==> src/rtl/tlul_pkg.sv <==
// TL-UL channel payloads shared by the arbiter and its neighbours.
package tlul_pkg;

    // Host-to-device: A channel request plus the D channel ready.
    typedef struct packed {
        logic        a_valid;
        logic [2:0]  a_opcode;
        logic [2:0]  a_param;
        logic [1:0]  a_size;
        logic [7:0]  a_source;
        logic [31:0] a_address;
        logic [3:0]  a_mask;
        logic [31:0] a_data;
        logic        d_ready;
    } tl_h2d_t;

    // Device-to-host: D channel response plus the A channel ready.
    typedef struct packed {
        logic        d_valid;
        logic [2:0]  d_opcode;
        logic [2:0]  d_param;
        logic [1:0]  d_size;
        logic [7:0]  d_source;
        logic        d_sink;
        logic [31:0] d_data;
        logic        d_error;
        logic        a_ready;
    } tl_d2h_t;

endpackage

==> src/rtl/tlul_host_arbiter.sv <==
// Two-host TL-UL arbiter: round-robin A grant with a hold lock, and an
// in-order FIFO of grant indices that steers D responses back to their host.
module tlul_host_arbiter
    import tlul_pkg::*;
#(
    parameter int unsigned MaxOutstanding = 4
) (
    input  logic                                clk,
    input  logic                                rst,
    input  tl_h2d_t                             tl_h0_i,
    output tl_d2h_t                             tl_h0_o,
    input  tl_h2d_t                             tl_h1_i,
    output tl_d2h_t                             tl_h1_o,
    output tl_h2d_t                             tl_dev_o,
    input  tl_d2h_t                             tl_dev_i,
    output logic [1:0]                          grant_o,
    output logic [$clog2(MaxOutstanding):0]     outstanding_o,
    output logic                                err_unexp_rsp_o
);

    localparam int unsigned PtrW = $clog2(MaxOutstanding);
    localparam int unsigned CntW = PtrW + 1;

    logic            rr_ptr;
    logic            lock;
    logic            lock_host;
    logic            fifo_mem [MaxOutstanding];
    logic [PtrW-1:0] wr_ptr;
    logic [PtrW-1:0] rd_ptr;
    logic [CntW-1:0] count;
    logic            err_q;

    logic            gnt_valid;
    logic            gnt_idx;
    tl_h2d_t         sel_req;
    logic            fifo_full;
    logic            fifo_empty;
    logic            head;
    logic            dev_a_valid;
    logic            dev_d_ready;
    logic            accept;
    logic            pop;

    assign fifo_full  = (count == CntW'(MaxOutstanding));
    assign fifo_empty = (count == '0);
    assign head       = fifo_mem[rd_ptr];

    // Grant selection: a locked host keeps the grant until its request is accepted.
    always_comb begin
        gnt_valid = 1'b0;
        gnt_idx   = 1'b0;
        if (lock) begin
            gnt_valid = 1'b1;
            gnt_idx   = lock_host;
        end else if (tl_h0_i.a_valid && tl_h1_i.a_valid) begin
            gnt_valid = 1'b1;
            gnt_idx   = rr_ptr;
        end else if (tl_h0_i.a_valid) begin
            gnt_valid = 1'b1;
            gnt_idx   = 1'b0;
        end else if (tl_h1_i.a_valid) begin
            gnt_valid = 1'b1;
            gnt_idx   = 1'b1;
        end
    end

    assign sel_req     = gnt_idx ? tl_h1_i : tl_h0_i;
    assign dev_a_valid = gnt_valid && sel_req.a_valid && !fifo_full && !rst;
    // An empty FIFO sinks stray responses so the device never stalls on them.
    assign dev_d_ready = fifo_empty ? 1'b1 : (head ? tl_h1_i.d_ready : tl_h0_i.d_ready);
    assign accept      = dev_a_valid && tl_dev_i.a_ready;
    assign pop         = tl_dev_i.d_valid && dev_d_ready && !fifo_empty;

    // A path toward the device: granted host's fields, gated valid.
    always_comb begin
        tl_dev_o         = sel_req;
        tl_dev_o.a_valid = dev_a_valid;
        tl_dev_o.d_ready = dev_d_ready;
    end

    // Response and ready fan-out to the two hosts.
    always_comb begin
        tl_h0_o         = tl_dev_i;
        tl_h1_o         = tl_dev_i;
        tl_h0_o.d_valid = tl_dev_i.d_valid && !fifo_empty && !head && !rst;
        tl_h1_o.d_valid = tl_dev_i.d_valid && !fifo_empty &&  head && !rst;
        tl_h0_o.a_ready = gnt_valid && !gnt_idx && tl_dev_i.a_ready && !fifo_full && !rst;
        tl_h1_o.a_ready = gnt_valid &&  gnt_idx && tl_dev_i.a_ready && !fifo_full && !rst;
    end

    assign grant_o         = (gnt_valid && !rst) ? (gnt_idx ? 2'b10 : 2'b01) : 2'b00;
    assign outstanding_o   = count;
    assign err_unexp_rsp_o = err_q;

    // Round-robin pointer and hold lock.
    always_ff @(posedge clk or posedge rst) begin
        if (rst) begin
            rr_ptr    <= 1'b0;
            lock      <= 1'b0;
            lock_host <= 1'b0;
        end else if (accept) begin
            rr_ptr <= ~gnt_idx;
            lock   <= 1'b0;
        end else if (dev_a_valid) begin
            lock      <= 1'b1;
            lock_host <= gnt_idx;
        end
    end

    // Routing FIFO storage; contents are meaningless while empty.
    always_ff @(posedge clk) begin
        if (accept) begin
            fifo_mem[wr_ptr] <= gnt_idx;
        end
    end

    // Routing FIFO pointers and occupancy.
    always_ff @(posedge clk or posedge rst) begin
        if (rst) begin
            wr_ptr <= '0;
            rd_ptr <= '0;
            count  <= '0;
        end else begin
            if (accept) begin
                wr_ptr <= wr_ptr + PtrW'(1);
            end
            if (pop) begin
                rd_ptr <= rd_ptr + PtrW'(1);
            end
            case ({accept, pop})
                2'b10:   count <= count + CntW'(1);
                2'b01:   count <= count - CntW'(1);
                default: count <= count;
            endcase
        end
    end

    // Sticky flag for a response that had no matching request.
    always_ff @(posedge clk or posedge rst) begin
        if (rst) begin
            err_q <= 1'b0;
        end else if (tl_dev_i.d_valid && fifo_empty) begin
            err_q <= 1'b1;
        end
    end

endmodule

==> config.mk <==
export PLATFORM = sky130hd
export DESIGN_NAME = tlul_host_arbiter
export DESIGN_NICKNAME = d
export VERILOG_FILES = /design/src/rtl/tlul_pkg.sv /design/src/rtl/tlul_host_arbiter.sv
export SDC_FILE = /design/constraint.sdc
export NUM_CORES = 1
export LEC_CHECK = 0
export BUFFER_PORTS_ARGS = -buffer_cell sky130_fd_sc_hd__buf_2
export CAP_MARGIN = 20
export CORE_AREA = 2 2 163 165
export DETAILED_ROUTE_END_ITERATION = 16
export DIE_AREA = 0 0 165 167
export PLACE_DENSITY = 0.4
export REMOVE_ABC_BUFFERS = 1
export SLEW_MARGIN = 20
export SYNTH_ARGS = -nofsm -noshare
export SYNTH_HDL_FRONTEND = slang
export SYNTH_SLANG_ARGS = --single-unit
==> constraint.sdc <==
create_clock -name clk -period 4.46 [get_ports clk]
set_input_delay 0.892 -clock clk [delete_from_list [all_inputs] [get_ports clk]]
set_output_delay 0.892 -clock clk [all_outputs]
set_load 0.005 [all_outputs]
==> impl_metrics.toml, run 1 <==
[status]
status = "finished, final reports clean"

[layout]
post-route-util_pct = 14.5
drive_above_1_share_pct = 84.0
final_design_area_no_fill_um2 = 3740
syn_to_final_growth_pct = 40.8
nFillCells = 2958
layout.cells.non_filler = 779
nets = 676

[sta]
worst_slew_pin_slew_ns = 0.744
rsz0062_at_grt = "false"
hold_viol_final = 0
fin_worst_skew_ns = 0.00368
fin_crit_sh_pct = 76.9
hold_ws_ns = 0.469
slew_headroom_pct = 50.4
drv_slew = 0
setup_viol = 0
fin_crit_ns = 3.43
setup-tns-final_ns = 0
max_freq_ghz = 0.291

[critical_path]
critPathKind = "in -> out"
cp-startpoint = "tl_h0_i[85]"
crit_arrival_ns = 2.54
end_kind = "primary output"
crit_top_cell = "buf_2"
worstPathMaxFanout = 60
timing.rr.start = "outstanding_o[2]$_DFFE_PP0P_"
critPathLaunchType = "input port"
crit_chain = "buf_2 -> inv_1 -> nor2_1 -> o21ai_4 -> buf_4 -> mux2_2 -> buf_2"
max_stage_delay_ns = 0.56
slowest_stage = "buf_4"
required_ns = 3.57

[clocking]
cts_tree = "built"
numCtsBuffers = 3
cts_max_level = 1
cts_setup_buffers = 0
cts.repair.resized = 0
cts.sinks = 15
root_buffer = "clkbuf_16"
clkSlewWorstSetupHoldPaths_ns = 0.05
hold_buffers = 0
clk_latency_ns = 0.25
clockBufferDepth = 2

[floorplanning]
start_util_pct = 10.3
placementRows = 59
placeableCoreArea_um2 = 25800
dieArea_um2 = 27600
io_pins = 422
die_w_um = 165
die_y_um = 167

[power_and_ir_drop]
power_density_nw_per_um2 = 462
vdd_drop_max_uv = 315
power.leakage_uw = 0.00186

[placement]
dpl_cell_area_um2 = 3650
dp_hpwl_um = 17100
port_buffers = 271
gp_congestion = 0.907
dpl.cell_count = 774

[routing]
wire_per_inst_um = 24.0
drtPass1Iterations = 6
drc = 0
via_count = 2664
ant_nets = 0
drt_iter0_markers = 132
routed_via_density = 3.42
wl_um = 18700

[synth]
synth_area_leaders = "mux2_2, buf_4, dfrtp_1"
netlist-cell-type-count = 33
netlist.area_leader.share_pct = 36.1
syn_area_per_cell_um2 = 9.65
synth_top_area_cell = "mux2_2"
syn_area_um2 = 2650
ys_seq_area_share_pct = 14.9
ys_ff_latch = 15
ys_warn_count = 0
synthCells = 275

[hold_path]
hp-class = "reg -> reg"
hp-start = "err_unexp_rsp_o$_DFFE_PP0P_"

[grt]
overflow = 0
grt_pass1_wl_um = 23800
grt.total_usage_pct = 12.7
grt_pass1_vias = 2622
antenna_found_initial = 4
grt_start_max_net_pins = 61

[run]
drv_cap = 0
final timing paths:
check / endpoint / slack (ns) / depth (start not counted)
worst max-delay path: tl_dev_o[80] / 1.03 / 7
worst min-delay path: err_unexp_rsp_o$_DFFE_PP0P_ / 0.47 / 1
worst max register to register: outstanding_o[2]$_DFFE_PP0P_ / 1.80 / 10
worst min register to register: err_unexp_rsp_o$_DFFE_PP0P_ / 0.47 / 1
max in group asynchronous: outstanding_o[0]$_DFFE_PP0P_ / 3.54 / 3
min in group asynchronous: lock$_DFFE_PP0P_ / 0.76 / 3
metrics by stage:
step                setup slack, ns  power [uW]
CTS                            1.01        1760
floorplan                    -0.253        1070
finish                         1.03        1730
global route                  0.918        1870
global placement               1.03        1570
detailed placement             1.02        1570
layer usage:
metal	track usage (%)	vias to the layer above	part of all wire [%]
met1	15.4	1157	40
met3	12.2	20	22
met5	6.18	-	1.1
met4	0.832	4	0.43
li1	-	1180	-
met2	16.2	303	37
layout make-up:
class	count	area (um^2)	share of cell area [%]
Antenna cell	1	2.50	0.0670
Inverter	6	22.5	0.603
Multi-Input combinational cell	143	1430	38.3
Tap cell	335	419	11.2
Clock inverter	1	5.00	0.134
Timing Repair Buffer	275	1390	37.1
Sequential cell	15	395	10.6
Clock buffer	3	75.1	2.01
critical path, delay by kind of cell:
family / cells / cell delay [ns]
buffers and inverters: 4 / 0.92
AO/OA/AOI/OAI: 1 / 0.12
multiplexers: 1 / 0.43
AND/OR/NAND/NOR: 1 / 0.09
layout by cell type (no fill, tap or decap), drive strengths merged:
| cell type | netlist | final |
|---|---|---|
| or3 | 1 | 1 |
| dfrtp | 11 | 11 |
| edfxtp | 4 | 4 |
| nand2 | 4 | 4 |
| o21ai | 3 | 3 |
| nand2b | 2 | 2 |
| xnor2 | 3 | 3 |
| diode | 0 | 1 |
| nor4 | 1 | 1 |
| and2 | 2 | 2 |
| mux2i | 7 | 7 |
| clkbuf | 0 | 3 |
| xor2 | 2 | 2 |
| fa | 1 | 1 |
| a21oi | 3 | 3 |
| a22o | 1 | 1 |
| o31ai | 1 | 1 |
| a211o | 1 | 1 |
| mux2 | 85 | 85 |
| nor2 | 5 | 5 |
| and3 | 4 | 4 |
| and3b | 2 | 2 |
| o21bai | 1 | 1 |
| or2b | 1 | 1 |
| ha | 5 | 5 |
| a2111oi | 1 | 1 |
| buf | 111 | 275 |
| nor3 | 2 | 2 |
| inv | 6 | 6 |
| nor3b | 4 | 4 |
| clkinv | 0 | 1 |
| nand3 | 1 | 1 |
logic make-up (layout without fill, tap and decap cells):
| group | after synthesis | count (layout) | synth area share, % |
|---|---|---|---|
| buffers and inverters | 117 | 285 | 31.5 |
| muxes | 92 | 92 | 38.7 |
| and+or+nand+nor | 29 | 29 | 6.60 |
| DFF | 15 | 15 | 14.9 |
| AOI/OAI and AO/OA | 11 | 11 | 3.54 |
| adders and majority gates | 6 | 6 | 3.11 |
| xor gates and xnor gates | 5 | 5 | 1.65 |
| other | 0 | 1 | 0 |
synthesized netlist by cell type (all sizes together):
master	n
a2111oi	1
a211o	1
a21oi	3
a22o	1
and2	2
and3	4
and3b	2
buf	111
dfrtp	11
edfxtp	4
fa	1
ha	5
inv	6
mux2	85
mux2i	7
nand2	4
nand2b	2
nand3	1
nor2	5
nor3	2
nor3b	4
nor4	1
o21ai	3
o21bai	1
o31ai	1
or2b	1
or3	1
xnor2	3
xor2	2
power by group:
part | total, uW | internal [uW] | switching, uW
registers | 260 | 202 | 58.6
logic | 1290 | 726 | 565
clock network | 175 | 120 | 55.0
total | 1730 | 1050 | 678
registers in the layout (all words and copies together), names as in the netlist:
name / cells
lock: 1
outstanding_o: 3
lock_host: 1
wr_ptr: 2
rr_ptr: 1
fifo_mem: 4
rd_ptr: 2
err_unexp_rsp_o: 1
No activity file was read; power rests on OpenSTA's default activity.
==> run 2, diff against run 1 <==
--- a/config.mk
+++ b/config.mk
@@ -10,7 +10,7 @@
 export CORE_AREA = 2 2 163 165
 export DETAILED_ROUTE_END_ITERATION = 16
 export DIE_AREA = 0 0 165 167
-export PLACE_DENSITY = 0.4
+export PLACE_DENSITY = 0.41
 export REMOVE_ABC_BUFFERS = 1
 export SLEW_MARGIN = 20
 export SYNTH_ARGS = -nofsm -noshare
==> constraint.sdc (replaced) <==
create_clock -name clk -period 2.8 [get_ports clk]
set_input_delay 0.56 -clock clk [delete_from_list [all_inputs] [get_ports clk]]
set_output_delay 0.56 -clock clk [all_outputs]
set_load 0.005 [all_outputs]
==> run 2 against run 1 <==
Compared with the run above:
- die area is the same
- routed wire length rose by 3.2%
- clock power grew 59%
- clock skew is 0.00097 ns lower
- critical path type is now reg -> out
- largest cell class is now buffers
- largest power group unchanged
==> impl_metrics.toml, run 2 (same netlist as run 1, synthesis figures left out) <==
[critical_path]
reg2reg_to = "outstanding_o[2]$_DFFE_PP0P_"
slowest_stage = "dfrtp_1"
critPathLaunchType = "flop"
crit_top_cell = "buf_12"
setup.reg_to_reg.worst_slack_ns = 0.37
max_stage_delay_ns = 0.45
required_ns = 2.24
end_kind = "primary output"
crit_arrival_ns = 2.02
critPathKind = "reg -> out"
reg2regPathDepth = 10
timing.rr.start = "outstanding_o[2]$_DFFE_PP0P_"
worstPathMaxFanout = 26
crit_chain = "nand2b_1 -> o21ai_4 -> buf_12 -> buf_12 -> mux2_2 -> buf_2"

[floorplanning]
die_w_um = 165
placementRows = 59
dieArea_um2 = 27600
die_y_um = 167
io_pins = 422
start_util_pct = 10.3
placeableCoreArea_um2 = 25800

[power_and_ir_drop]
vdd_drop_max_uv = 445
switching_share_pct = 37.9
finalPower_uw = 2930
cellInternalPower_uw = 1820
p_seq_share_pct = 14.5
power_density_nw_per_um2 = 762
power_frac_comb_pct = 76.1
switchingPower_uw = 1110
pwr-share-clk_pct = 9.5
power.leakage_uw = 0.00192

[clocking]
clkSlewWorstSetupHoldPaths_ns = 0.05
cts_max_level = 1
cts.repair.resized = 0
clockBufferDepth = 2
hold_buffers = 0
cts.sinks = 15
numCtsBuffers = 3
clk_latency_ns = 0.24
cts_tree = "built"
root_buffer = "clkbuf_16"
cts_setup_buffers = 0

[layout]
multiInputGateArea_um2 = 1430
n_antenna_cell = 0
largest-register = "fifo_mem"
drive_above_1_share_pct = 84.3
syn_to_final_growth_pct = 44.6
layout_commonest_cell = "buf_2"
final_cell_mix = "buf_2, mux2_2, dfrtp_1"
seqCellArea_um2 = 395
nFillCells = 2927
largest_reg_flops = 4
nets = 685
layout.cells.non_filler = 787

[sta]
drv_slew = 0
hold_viol_final = 0
fin_worst_skew_ns = 0.00271
worst_slew_pin_slew_ns = 0.321
fin_crit_ns = 2.58
max_freq_ghz = 0.388
fin_crit_sh_pct = 92.1
rsz0062_at_grt = "false"
setup_viol = 0
slew_headroom_pct = 78.4

[routing]
drtPass1Iterations = 4
ant_nets = 0
drt_iter0_markers = 113
wire_per_inst_um = 24.5
wl_um = 19300
routed_via_density = 3.46
drc = 0
via_count = 2721

[hold_path]
hold-path-endpoint = "err_unexp_rsp_o$_DFFE_PP0P_"
hp-class = "reg -> reg"
hp-start = "err_unexp_rsp_o$_DFFE_PP0P_"
whs_path_depth = 1

[status]
status = "finished, final reports clean"

[grt]
grt_start_max_net_pins = 27
grt_pass1_vias = 2761
antenna_found_initial = 8
grt_pass1_wl_um = 24500
grt.total_usage_pct = 13.2
overflow = 0

[run]
drv_cap = 0

[placement]
port_buffers = 271
dp_hpwl_um = 18100
gp_congestion = 0.944
dpl.cell_count = 783
-- run 2: cell types whose count changed in the layout (fill, tap and decap cells not counted), sizes merged --
cell	before	now
buf	275	284
diode	1	0
-- run 2: worst max-delay path by stage --
| stage | start | cells after the start | slack (ns) | endpoint |
|---|---|---|---|---|
| floorplan | tl_h0_i[85] | 4 | -1.25 | tl_dev_o[10] |
| global placement | tl_h1_i[85] | 10 | 0.20 | outstanding_o[2]$_DFFE_PP0P_ |
| detailed placement | tl_h1_i[85] | 10 | 0.23 | outstanding_o[2]$_DFFE_PP0P_ |
| CTS | lock$_DFFE_PP0P_ | 6 | 0.20 | tl_dev_o[78] |
| global route | lock$_DFFE_PP0P_ | 6 | 0.10 | tl_dev_o[54] |
| finish | lock$_DFFE_PP0P_ | 6 | 0.22 | tl_dev_o[78] |
-- run 2: area by class of cell --
class                      count  area share, %
timing repair buffer         284           38.9
clock inverter                 1          0.130
clock buffer                   3           1.96
tap                          335           10.9
multi-input combinational    143           37.3
inverter                       6          0.587
sequential                    15           10.3
-- run 2: worst max-delay path: cells and delay by family, from the launching register on --
| family | cells | cell delay, ns |
|---|---|---|
| AO/OA/AOI/OAI | 1 | 0.22 |
| buffers and inverters | 3 | 0.52 |
| flip-flops | 1 | 0.45 |
| multiplexers | 1 | 0.35 |
| AND/OR/NAND/NOR | 1 | 0.21 |
-- run 2: per-layer routing --
layer	part of all wire, %	routed length [um]	track usage (%)
met1	35	6810	13.7
met2	39	7520	18.4
met4	0.37	71	1.13
met5	0.63	121	2.55
met3	25	4750	14.5
-- run 2: power by group through the flow --
stage	Sequential, uW	Clock, uW	Combinational, uW
CTS	424	286	2260
detailed placement	426	0	2250
global placement	428	0	2250
floorplan	400	0	1300
finish	423	278	2230
global route	441	298	2430
-- run 2: metrics by stage --
| stage | cell area, um^2 | hold WS, ns | utilization [%] | setup TNS, ns | setup slack [ns] |
|---|---|---|---|---|---|
| after global routing | 3840 | 0.516 | 14.9 | 0 | 0.102 |
| after floorplan | 1840 | 0.417 | - | -111.73 | -1.25 |
| after CTS | 3840 | 0.506 | 14.9 | 0 | 0.203 |
| after detailed placement | 3760 | 0.499 | 14.6 | 0 | 0.226 |
| after global placement | 3760 | 0.464 | 14.6 | 0 | 0.197 |
| final | 3840 | 0.488 | 14.9 | 0 | 0.222 |
==> run 3, diff against run 2 <==
--- a/config.mk
+++ b/config.mk
@@ -10,7 +10,6 @@
 export CORE_AREA = 2 2 163 165
 export DETAILED_ROUTE_END_ITERATION = 16
 export DIE_AREA = 0 0 165 167
-export PLACE_DENSITY = 0.41
 export REMOVE_ABC_BUFFERS = 1
 export SLEW_MARGIN = 20
 export SYNTH_ARGS = -nofsm -noshare
==> run 3 against run 2 <==
Compared with the run above:
- power shrank 2.1%
- sequential cell count is the same
- setup slack better by 0.010 ns
==> impl_metrics.toml, run 3 (same netlist as run 1, synthesis figures left out) <==
[critical_path]
reg2regPathDepth = 9
max_stage_delay_ns = 0.44
critPathKind = "reg -> out"
timing.rr.start = "rd_ptr[1]$_DFFE_PP0P_"
setup.reg_to_reg.worst_slack_ns = 0.32
end_kind = "primary output"
required_ns = 2.24
critPathLaunchType = "flop"
worstPathMaxFanout = 66
crit_chain = "nand2b_1 -> o21ai_4 -> buf_12 -> mux2_2 -> buf_2"
crit_arrival_ns = 2.01
cp-startpoint = "lock$_DFFE_PP0P_"
reg2reg_to = "outstanding_o[2]$_DFFE_PP0P_"
critPathCapture = "tl_dev_o[35]"
slowest_stage = "dfrtp_1"

[routing]
ant_nets = 0
via_count = 2796
drc = 0
drt_iter0_markers = 141
wl_um = 17400
wire_per_inst_um = 22.2
drtPass1Iterations = 4
routed_via_density = 3.57

[grt]
grt_start_max_net_pins = 67
antenna_found_initial = 2
grt_pass1_wl_um = 22400
grt_pass1_vias = 2819
grt.total_usage_pct = 11.8
overflow = 0

[clocking]
clk_latency_ns = 0.24
cts.sinks = 15
hold_buffers = 0
clockBufferDepth = 2
root_buffer = "clkbuf_16"
cts_setup_buffers = 0
cts_max_level = 1
cts.repair.resized = 0
cts_tree = "built"
numCtsBuffers = 3
clkSlewWorstSetupHoldPaths_ns = 0.05

[layout]
syn_to_final_growth_pct = 42.7
largest-register = "fifo_mem"
largest_reg_flops = 4
layout_commonest_cell = "buf_2"
final_cell_mix = "buf_2, mux2_2, dfrtp_1"
nets = 681
drive_above_1_share_pct = 84.2

[floorplanning]
placementRows = 59
placeableCoreArea_um2 = 25800
io_pins = 422
die_y_um = 167
dieArea_um2 = 27600
start_util_pct = 10.3
die_w_um = 165

[sta]
setup_viol = 0
worst_slack_ns = 0.232
drv_slew = 0
hold_ws_ns = 0.474
fin_crit_ns = 2.57
fin_worst_skew_ns = 0.00435
worst_slew_pin_slew_ns = 0.390
max_freq_ghz = 0.389
hold_viol_final = 0
fin_crit_sh_pct = 91.7
slew_headroom_pct = 74.0
rsz0062_at_grt = "false"

[power_and_ir_drop]
vdd_drop_max_uv = 922
power_density_nw_per_um2 = 757
power.leakage_uw = 0.00189

[placement]
pre_cts_ws_ns = 0.221
dp_hpwl_um = 15400
port_buffers = 271
gp_congestion = 0.836

[run]
drv_cap = 0

[status]
status = "finished, final reports clean"

[hold_path]
hp-class = "in -> async"
run 3: cell count changes in the layout (fill, tap and decap cells not counted):
cell	delta
buf_12	-2
buf_4	-2
diode_2	+1
run 3: how the worst min path moves through the flow:
stage,end,slack [ns],cells after the start
3_5_place_dp,err_unexp_rsp_o$_DFFE_PP0P_,0.48,1
2_1_floorplan,err_unexp_rsp_o$_DFFE_PP0P_,0.42,1
4_1_cts,err_unexp_rsp_o$_DFFE_PP0P_,0.47,3
6_report,err_unexp_rsp_o$_DFFE_PP0P_,0.47,3
3_3_place_gp,err_unexp_rsp_o$_DFFE_PP0P_,0.48,1
5_1_grt,err_unexp_rsp_o$_DFFE_PP0P_,0.49,3
run 3: power by group:
group / switching [uW] / leakage [uW] / total (uW) / internal (uW)
Sequential: 85.3 / 0.000163 / 407 / 321
Clock: 81.6 / 0.0000409 / 272 / 190
Combinational: 969 / 0.00168 / 2190 / 1220
run 3: final cells by class:
cell class,instances,area (um^2)
inverters,6,22.5
diodes,1,2.50
fillers,2912,22000
clock inverters,1,5.00
multi-input cells,143,1430
repair buffers,280,1440
well taps,335,419
clock buffers,3,75.1
flip-flops and latches,15,395
run 3: metal layers:
layer | track usage (%) | wire length [um] | vias to the layer above
met2 | 14.7 | 6510 | 325
met1 | 15.2 | 7310 | 1268
li1 | - | - | 1186
met3 | 9.86 | 3290 | 13
met4 | 1.13 | 97 | 4
met5 | 8.36 | 209 | -
run 3: stage by stage:
| stage | util, % | total power [uW] | cell area, um^2 | std cells | setup TNS [ns] |
|---|---|---|---|---|---|
| 2_1_floorplan | - | 1710 | 1840 | 164 | -111.73 |
| 3_3_place_gp | 14.4 | 2600 | 3700 | 779 | 0 |
| 3_5_place_dp | 14.4 | 2620 | 3700 | 779 | 0 |
| 4_1_cts | 14.7 | 2920 | 3780 | 783 | 0 |
| 5_1_grt | 14.7 | 3090 | 3780 | 783 | 0 |
| 6_report | 14.7 | 2870 | 3790 | 784 | 0 |
run 3: worst max-delay path: cells and delay by family (launching register included):
| family | cells | cell delay, ns |
|---|---|---|
| buf+inv | 2 | 0.41 |
| compound gates | 1 | 0.19 |
| mux | 1 | 0.40 |
| flops | 1 | 0.44 |
| simple gates | 1 | 0.22 |
